**src/rtl/cdc_handshake_transmitter_if.sv**
```systemverilog
// ---------------------------------------------------------------------------
// cdc_handshake_transmitter_if
//
// Bundles the local send interface and the crossing-side req/ack/data wires
// of the four-phase handshake transmitter.
//
//   tx_data   word to send, sampled when the transmitter accepts it
//   tx_valid  local request to send tx_data
//   tx_ready  transmitter can accept a word (idle)
//   tx_done   one-cycle pulse when a handshake has fully completed
//   cdc_data  word held stable across the crossing
//   cdc_req   crossing request towards the destination domain
//   cdc_ack   asynchronous acknowledge returning from the destination domain
//
// master: the transmitter's view.  slave: the local sender plus the
// destination side, i.e. everything that talks to the transmitter.
// ---------------------------------------------------------------------------
interface cdc_handshake_transmitter_if #(
   parameter int BUS_WIDTH = 8
);
   logic [BUS_WIDTH-1:0] tx_data;
   logic                 tx_valid;
   logic                 tx_ready;
   logic                 tx_done;
   logic [BUS_WIDTH-1:0] cdc_data;
   logic                 cdc_req;
   logic                 cdc_ack;

   modport master (
      input  tx_data,
      input  tx_valid,
      input  cdc_ack,
      output tx_ready,
      output tx_done,
      output cdc_data,
      output cdc_req
   );

   modport slave (
      output tx_data,
      output tx_valid,
      output cdc_ack,
      input  tx_ready,
      input  tx_done,
      input  cdc_data,
      input  cdc_req
   );
endinterface

```
**src/rtl/cdc_handshake_transmitter.sv**
```systemverilog
// ---------------------------------------------------------------------------
// cdc_handshake_transmitter
//
// Source-domain end of a four-phase req/ack clock-domain crossing. One word
// is accepted per handshake and held on cdc_data; cdc_req is raised, the
// returning cdc_ack is synchronized through a STAGE_COUNT-deep flop chain,
// and the return-to-zero phase completes before the next word is accepted.
//
// Parameters
//   BUS_WIDTH    width of the crossing data word
//   STAGE_COUNT  depth of the cdc_ack synchronizer chain (2 or more)
//
// Ports
//   clk    source-domain clock, rising edge
//   reset  asynchronous, active-low reset
//   bus    cdc_handshake_transmitter_if.master (tx_* local side, cdc_* crossing)
// ---------------------------------------------------------------------------
module cdc_handshake_transmitter #(
   parameter int BUS_WIDTH   = 8,
   parameter int STAGE_COUNT = 2
) (
   input logic                          clk,
   input logic                          reset,
   cdc_handshake_transmitter_if.master  bus
);

   typedef enum logic [1:0] {
      IDLE,
      SETUP,
      REQ,
      DROP
   } state_t;

   state_t                 state;
   state_t                 next_state;
   logic [STAGE_COUNT-1:0] ack_chain;
   logic                   ack_sync;
   logic                   accept;
   logic [BUS_WIDTH-1:0]   cdc_data_q;
   logic                   cdc_req_q;
   logic                   tx_done_q;

   // cdc_ack is asynchronous to clk, so it is only ever looked at through
   // this shift chain; the last stage is the only copy the FSM may use.
   always_ff @(posedge clk or negedge reset) begin
      if (!reset) begin
         ack_chain <= '0;
      end else begin
         ack_chain <= {ack_chain[STAGE_COUNT-2:0], bus.cdc_ack};
      end
   end

   assign ack_sync = ack_chain[STAGE_COUNT-1];
   assign accept   = (state == IDLE) && bus.tx_valid;

   // State register. Reset drops straight back to IDLE, which abandons any
   // word in flight without a completion pulse.
   always_ff @(posedge clk or negedge reset) begin
      if (!reset) begin
         state <= IDLE;
      end else begin
         state <= next_state;
      end
   end

   // Next-state logic. SETUP waits out any ack still high from an earlier
   // (possibly reset-abandoned) transfer so it is never mistaken for the
   // acknowledgement of the new word.
   always_comb begin
      next_state = state;
      case (state)
         IDLE:    if (accept)    next_state = SETUP;
         SETUP:   if (!ack_sync) next_state = REQ;
         REQ:     if (ack_sync)  next_state = DROP;
         DROP:    if (!ack_sync) next_state = IDLE;
         default:                next_state = IDLE;
      endcase
   end

   // Registered outputs. cdc_req follows the state being entered so it is a
   // clean flop output; the data word only ever loads on acceptance, so it
   // is already stable a full cycle before cdc_req rises.
   always_ff @(posedge clk or negedge reset) begin
      if (!reset) begin
         cdc_data_q <= '0;
         cdc_req_q  <= 1'b0;
         tx_done_q  <= 1'b0;
      end else begin
         if (accept) begin
            cdc_data_q <= bus.tx_data;
         end
         cdc_req_q <= (next_state == REQ);
         tx_done_q <= (state == DROP) && !ack_sync;
      end
   end

   assign bus.tx_ready = (state == IDLE);
   assign bus.tx_done  = tx_done_q;
   assign bus.cdc_data = cdc_data_q;
   assign bus.cdc_req  = cdc_req_q;

endmodule

```
**src/flat_wrapper.sv**
```systemverilog
// flat-port wrapper written by rule: the top's interface ports become plain ports
module cdc_handshake_transmitter_flat 
#(
   parameter int BUS_WIDTH   = 8,
   parameter int STAGE_COUNT = 2
)
  (clk, reset, bus_tx_data, bus_tx_valid, bus_cdc_ack, bus_tx_ready, bus_tx_done, bus_cdc_data, bus_cdc_req);
  cdc_handshake_transmitter_if #(.BUS_WIDTH(BUS_WIDTH)) bus_i ();
  input logic clk;
  input logic reset;
  input wire logic [$bits(bus_i.tx_data)-1:0] bus_tx_data;
  input wire logic [$bits(bus_i.tx_valid)-1:0] bus_tx_valid;
  input wire logic [$bits(bus_i.cdc_ack)-1:0] bus_cdc_ack;
  output wire logic [$bits(bus_i.tx_ready)-1:0] bus_tx_ready;
  output wire logic [$bits(bus_i.tx_done)-1:0] bus_tx_done;
  output wire logic [$bits(bus_i.cdc_data)-1:0] bus_cdc_data;
  output wire logic [$bits(bus_i.cdc_req)-1:0] bus_cdc_req;
  assign bus_i.tx_data = bus_tx_data;
  assign bus_i.tx_valid = bus_tx_valid;
  assign bus_i.cdc_ack = bus_cdc_ack;
  assign bus_tx_ready = bus_i.tx_ready;
  assign bus_tx_done = bus_i.tx_done;
  assign bus_cdc_data = bus_i.cdc_data;
  assign bus_cdc_req = bus_i.cdc_req;
  cdc_handshake_transmitter #(.BUS_WIDTH(BUS_WIDTH), .STAGE_COUNT(STAGE_COUNT)) u_core (.clk(clk), .reset(reset), .bus(bus_i));
endmodule
```
**config.mk**
```make
export PLATFORM = sky130hd
export DESIGN_NAME = cdc_handshake_transmitter_flat
export DESIGN_NICKNAME = d
export VERILOG_FILES = /design/src/rtl/cdc_handshake_transmitter_if.sv /design/src/rtl/cdc_handshake_transmitter.sv /design/src/flat_wrapper.sv
export SDC_FILE = /design/constraint.sdc
export NUM_CORES = 1
export LEC_CHECK = 0
export CORE_MARGIN = 4
export CORE_UTILIZATION = 35
export DETAILED_ROUTE_END_ITERATION = 6
export PLACE_DENSITY = 0.71
export SETUP_SLACK_MARGIN = 0.1
export SKIP_LAST_GASP = 1
export SYNTH_ARGS = -nofsm -noshare
export SYNTH_HDL_FRONTEND = slang
export SYNTH_SLANG_ARGS = --single-unit
export TNS_END_PERCENT = 100
```
**constraint.sdc**
```tcl
create_clock -name clk -period 1.4 [get_ports clk]
set_input_delay 0.21 -clock clk [delete_from_list [all_inputs] [get_ports clk]]
set_output_delay 0.21 -clock clk [all_outputs]
set_load 0.01 [all_outputs]
```
==> results of run 1 <==
[synth_stat cells, drive strengths merged]
cell type,n
dfrtp,14
mux2,8
nor2,3
nand2b,2
xnor2,2
buf,1
inv,1
nor3b,1
o21ai,1
[flip-flops by register name, indices dropped and copies added, names as in the netlist]
signal	cells
u_core.bus.cdc_req	1
u_core.bus.cdc_data	8
u_core.ack_chain	2
u_core.bus.tx_done	1
u_core.state	2
[worst reg2reg max path, cell delays in order (launching register included)]
cell and delay (ns):
dfrtp_2 0.45, nor3b_4 0.22, buf_4 0.17, mux2_2 0.33
[final cells by class]
| type | count | area (µm²) |
|---|---|---|
| multi-input cells | 17 | 155 |
| well taps | 15 | 18.8 |
| inverters | 1 | 3.75 |
| flip-flops and latches | 14 | 352 |
| clock buffers | 4 | 36.3 |
| repair buffers | 26 | 233 |
| fillers | 120 | 552 |
[worst paths after layout]
path                                      from                      to  slack (ns)  cells past startpoint
max                            u_core.state[0]  u_core.bus.cdc_data[2]        0.12                      3
min reg2reg                u_core.ack_chain[0]     u_core.ack_chain[1]        0.35                      0
max in group asynchronous                reset         u_core.state[0]        0.99                      2
min in group clk           u_core.ack_chain[0]     u_core.ack_chain[1]        0.35                      0
max reg2reg                    u_core.state[0]  u_core.bus.cdc_data[2]        0.12                      3
min                                      reset  u_core.bus.cdc_data[6]        0.23                      2
[per-layer routing]
layer  vias to the layer above  track usage, %  part of all wire (%)
met4                         0            6.82                   1.5
met3                         2            3.91                    12
met2                        19            15.9                    48
met5                         -               0                     0
li1                        167               -                     -
met1                       163            11.9                    38
[cells by family (layout without fill, tap and decap cells)]
logic type             count (synthesis)  count (layout)  share of synthesized area, %
buffers and inverters                  2              31                          2.88
AND/OR/NAND/NOR                        6               6                          8.17
multiplexers                           8               8                          17.3
flip-flops                            14              14                          67.3
XOR/XNOR                               2               2                          3.37
AO/OA/AOI/OAI                          1               1                         0.961
[power breakdown]
group / switching (mW) / total [mW] / internal, mW
registers: 0.0948 / 0.669 / 0.574
logic: 0.255 / 0.623 / 0.368
clock network: 0.132 / 0.290 / 0.158
[through the flow]
step / setup TNS [ns] / hold WS, ns / setup slack (ns) / total power [mW]
floorplan: 0 / -0.0856 / 0.0960 / 1.03
global placement: -0.490 / 0.332 / -0.0687 / 1.42
detailed placement: -0.705 / 0.336 / -0.0953 / 1.43
CTS: 0 / 0.233 / 0.0701 / 1.62
global route: 0 / 0.239 / 0.0697 / 1.70
finish: 0 / 0.233 / 0.118 / 1.58
[repair_timing]
action / in CTS / in global routing
buffers inserted: 0 / 0
gates resized for setup: 12 / 2
pin swaps: 0 / 0
setup endpoints to repair: 14 / 9
==> metrics.txt, run 1 <==
Mapped Cells 33; Final Max Tran Viols 0; Initial Util 38.6%; most frequent cells in the layout dfrtp_1 (13), clkdlybuf4s50_1 (11), dlygate4sd2_1 (10); Final #Nets 75; vias per cell 4.56; largest net degree at the start of global routing 15; total grt overflow 0; 1st-pass router iterations 2; Post-route DRC 0; Clock transition at path regs 0.08 ns; DRT antenna net count 0; die width 46.6 µm; FF+latch count, synth 14; Layout Utilization 59.1%; vias in the first global route 370; GP Congestion 0.646; clock sink total 14; Ports 23; status complete, no violations; syn_area_per_cell 15.8 µm²; ant diodes 0; Rows 13; CP top delay family flip-flops; post-synth top area share 67.3%; GRT Overall Usage 10.4%; dpl cell area 778 µm²; core area 0.00135 mm²; area delta synth->final 53.4%; Non-Filler Instances 77; area leader, netlist dfrtp_1; hold bufs inserted after CTS 0; unrepaired setup endpoints after global routing yes; CP Launch Type flip-flop; Yosys cell types 9; CTS tree yes; Clock Root Buffer clkbuf_4; WL final 972 µm; critical path endpoint category flip-flop; vias 351; global-route wire length before repair 1530 µm; CP max FO 5; Fmax 0.780 GHz; CTS Buffer Depth 2; critical path, cell by cell nor3b_4 -> buf_4 -> mux2_2; Tmin final 1.28 ns; critical path class reg2reg; HPWL Detailed 737 µm; top cells by area, synth dfrtp_1 (67%), mux2_2 (17%), nor3b_4 (3.6%); Bufs and invs on worst path 1; number of max-cap violations 0; placed cells 73; power per cell area 1980 mW/mm²; Buffers on Ports 22; Post-Synthesis Net Count 45; Clock Skew 0.000233 ns; worst hold path type in2async; initial antenna violation count 0; most common cell after layout, fill and taps aside dfrtp_1; period utilisation layout 91.6%; sequential area share after synthesis 67.3%; slowest CP cell dfrtp_2; full die area 0.00217 mm²; Die H 46.6 µm; worst slew pin tran 0.178 ns; final instance area 798 µm²; share of cells above drive strength 1 30.6%; crit path DAT 1.45 ns; leakage 0.372 nW; Req. time, crit path 1.57 ns; Yosys Warn Count 0; CTS HTree Levels 1; Worst path max stage delay 0.45 ns; Synth Cell Area 520 µm²; Slew headroom 88.1%; DR WL/cell 12.6 µm; final setup vio count 0; Num CTS Buffers 3; Hold Vio Cnt, Final 0; Starting DRT DRC Count 1; Clock Latency Late Sink 0.28 ns; VDD IR max 0.785 mV
Note: power is estimated with default switching activity, not from simulation.
==> run 2, diff against run 1 <==
--- a/config.mk
+++ b/config.mk
@@ -8,6 +8,7 @@
 export CORE_MARGIN = 4
 export CORE_UTILIZATION = 35
 export DETAILED_ROUTE_END_ITERATION = 6
+export GPL_TIMING_DRIVEN = 0
 export PLACE_DENSITY = 0.71
 export SETUP_SLACK_MARGIN = 0.1
 export SKIP_LAST_GASP = 1
==> run 2 against run 1 <==
  * Global-route usage increased by 0.097 points
  * Hold slack improved by 0.090 ns
  * Cell count decreased by 3.9%
  * Critical endpoint is now u_core.bus.cdc_data[1]
  * Critical path type unchanged
  * Fmax decreased by 3.0%
==> metrics.txt, run 2 (synthesis gave the netlist of run 1 again) <==
status complete, no violations; Clock Skew 0.00281 ns; crit path DAT 1.47 ns; full die area 0.00217 mm²; fin worst setup slack 0.0785 ns; Ports 23; Total Power Consumption 1.52 mW; CTS Buffer Depth 2; Clock transition at path regs 0.08 ns; Hold Vio Cnt, Final 0; Rows 13; unrepaired setup endpoints after global routing yes; DR WL/cell 12.2 µm; WL final 905 µm; critical path endpoint category flip-flop; Initial Util 38.6%; Layout Utilization 58.2%; CP Launch Type flip-flop; placed cells 70; Starting DRT DRC Count 0; worst hold path type in2async; power per cell area 1930 mW/mm²; hold bufs inserted after CTS 0; share of cells above drive strength 1 27.1%; Num CTS Buffers 3; global-route wire length before repair 1520 µm; worst slew pin tran 0.606 ns; Fill cells 114; leakage 0.359 nW; Clock Latency Late Sink 0.26 ns; HPWL Detailed 716 µm; area delta synth->final 51.0%; r2r worst-path depth 4; largest net degree at the start of global routing 15; critical path, cell by cell buf_6 -> nor3b_4 -> buf_12 -> mux2_2; Hold Slack 0.323 ns; Bufs and invs on worst path 2; die width 46.6 µm; final setup vio count 0; initial antenna violation count 0; Crit. Startpoint u_core.state[1]; most frequent cells in the layout dfrtp_1 (13), clkdlybuf4s50_1 (11), dlygate4sd2_1 (10); number of max-cap violations 0; most common cell after layout, fill and taps aside dfrtp_1; 1st-pass router iterations 1; CTS HTree Levels 1; CTS tree yes; vias in the first global route 368; Req. time, crit path 1.55 ns; post-place setup slack -0.243 ns; Fmax 0.757 GHz; GRT Overall Usage 10.5%; vias 338; vias per cell 4.57; Final Max Tran Viols 0; Worst path max stage delay 0.38 ns; DRT antenna net count 0; clock sink total 14; Worst R2R Setup Slack 0.08 ns; reg2reg end u_core.bus.cdc_data[1]; CP top delay family flip-flops; slowest CP cell dfrtp_1; VDD IR max 0.853 mV; critical path depth 4; core area 0.00135 mm²; Clock Root Buffer clkbuf_4; CP max FO 9; max reg flops 8; FF-to-FF Start u_core.state[1]; crit path capture u_core.bus.cdc_data[1]; period utilisation layout 94.4%; Slew headroom 59.5%; Buffers on Ports 22; critical path class reg2reg; total grt overflow 0; Die H 46.6 µm; Non-Filler Instances 74; Tmin final 1.32 ns; ant diodes 0; Post-route DRC 0; GP Congestion 0.676; Final #Nets 73
==> run 2: cell types whose count changed in the layout (fill, tap and decap cells not counted), sizes merged <==
cell	before	now
buf	4	2
clkbuf	5	4
==> run 2: repair_timing <==
action	CTS	global route
buffers inserted	1	0
pin swaps	1	1
endpoints found under the setup margin	19	9
resized for setup	11	3
==> run 2: layer usage <==
| layer | track usage, % | vias up | routed length [µm] |
|---|---|---|---|
| met2 | 17.3 | 17 | 452 |
| met1 | 10.9 | 161 | 348 |
| met4 | 8.52 | 0 | 0 |
| li1 | - | 160 | - |
| met3 | 2.73 | 0 | 104 |
| met5 | 0 | - | 0 |
==> run 2: area by class of cell <==
cell class              count  area [µm²]  share of cell area [%]
repair buffers             23         223                    28.3
multi-input cells          17         155                    19.7
inverters                   1        3.75                   0.478
flip-flops and latches     14         352                    44.7
well taps                  15        18.8                    2.39
clock buffers               3        22.5                    2.87
plain buffers               1        11.3                    1.43
==> run 2: worst min-delay path by stage <==
stage	endpoint	slack [ns]	depth (start not counted)
after global placement	u_core.ack_chain[1]	0.33	0
after global routing	u_core.ack_chain[0]	0.36	1
after CTS	u_core.bus.cdc_data[1]	0.34	1
after detailed placement	u_core.ack_chain[1]	0.34	0
final	u_core.bus.cdc_data[1]	0.32	1
after floorplan	u_core.ack_chain[0]	-0.09	0
==> run 2: report_power, final <==
group,total (mW),internal [mW],switching (mW),leakage (nW)
sequential,0.656,0.574,0.0818,0.167
combinational,0.655,0.386,0.269,0.179
clock,0.209,0.0992,0.110,0.0138
total,1.52,1.06,0.461,0.359
==> run 2: stage by stage <==
stage	setup TNS, ns	cell area (µm²)
detailed placement	-1.84	759
finish	0	786
global placement	-1.81	759
floorplan	0	520
global route	0	786
CTS	0	788
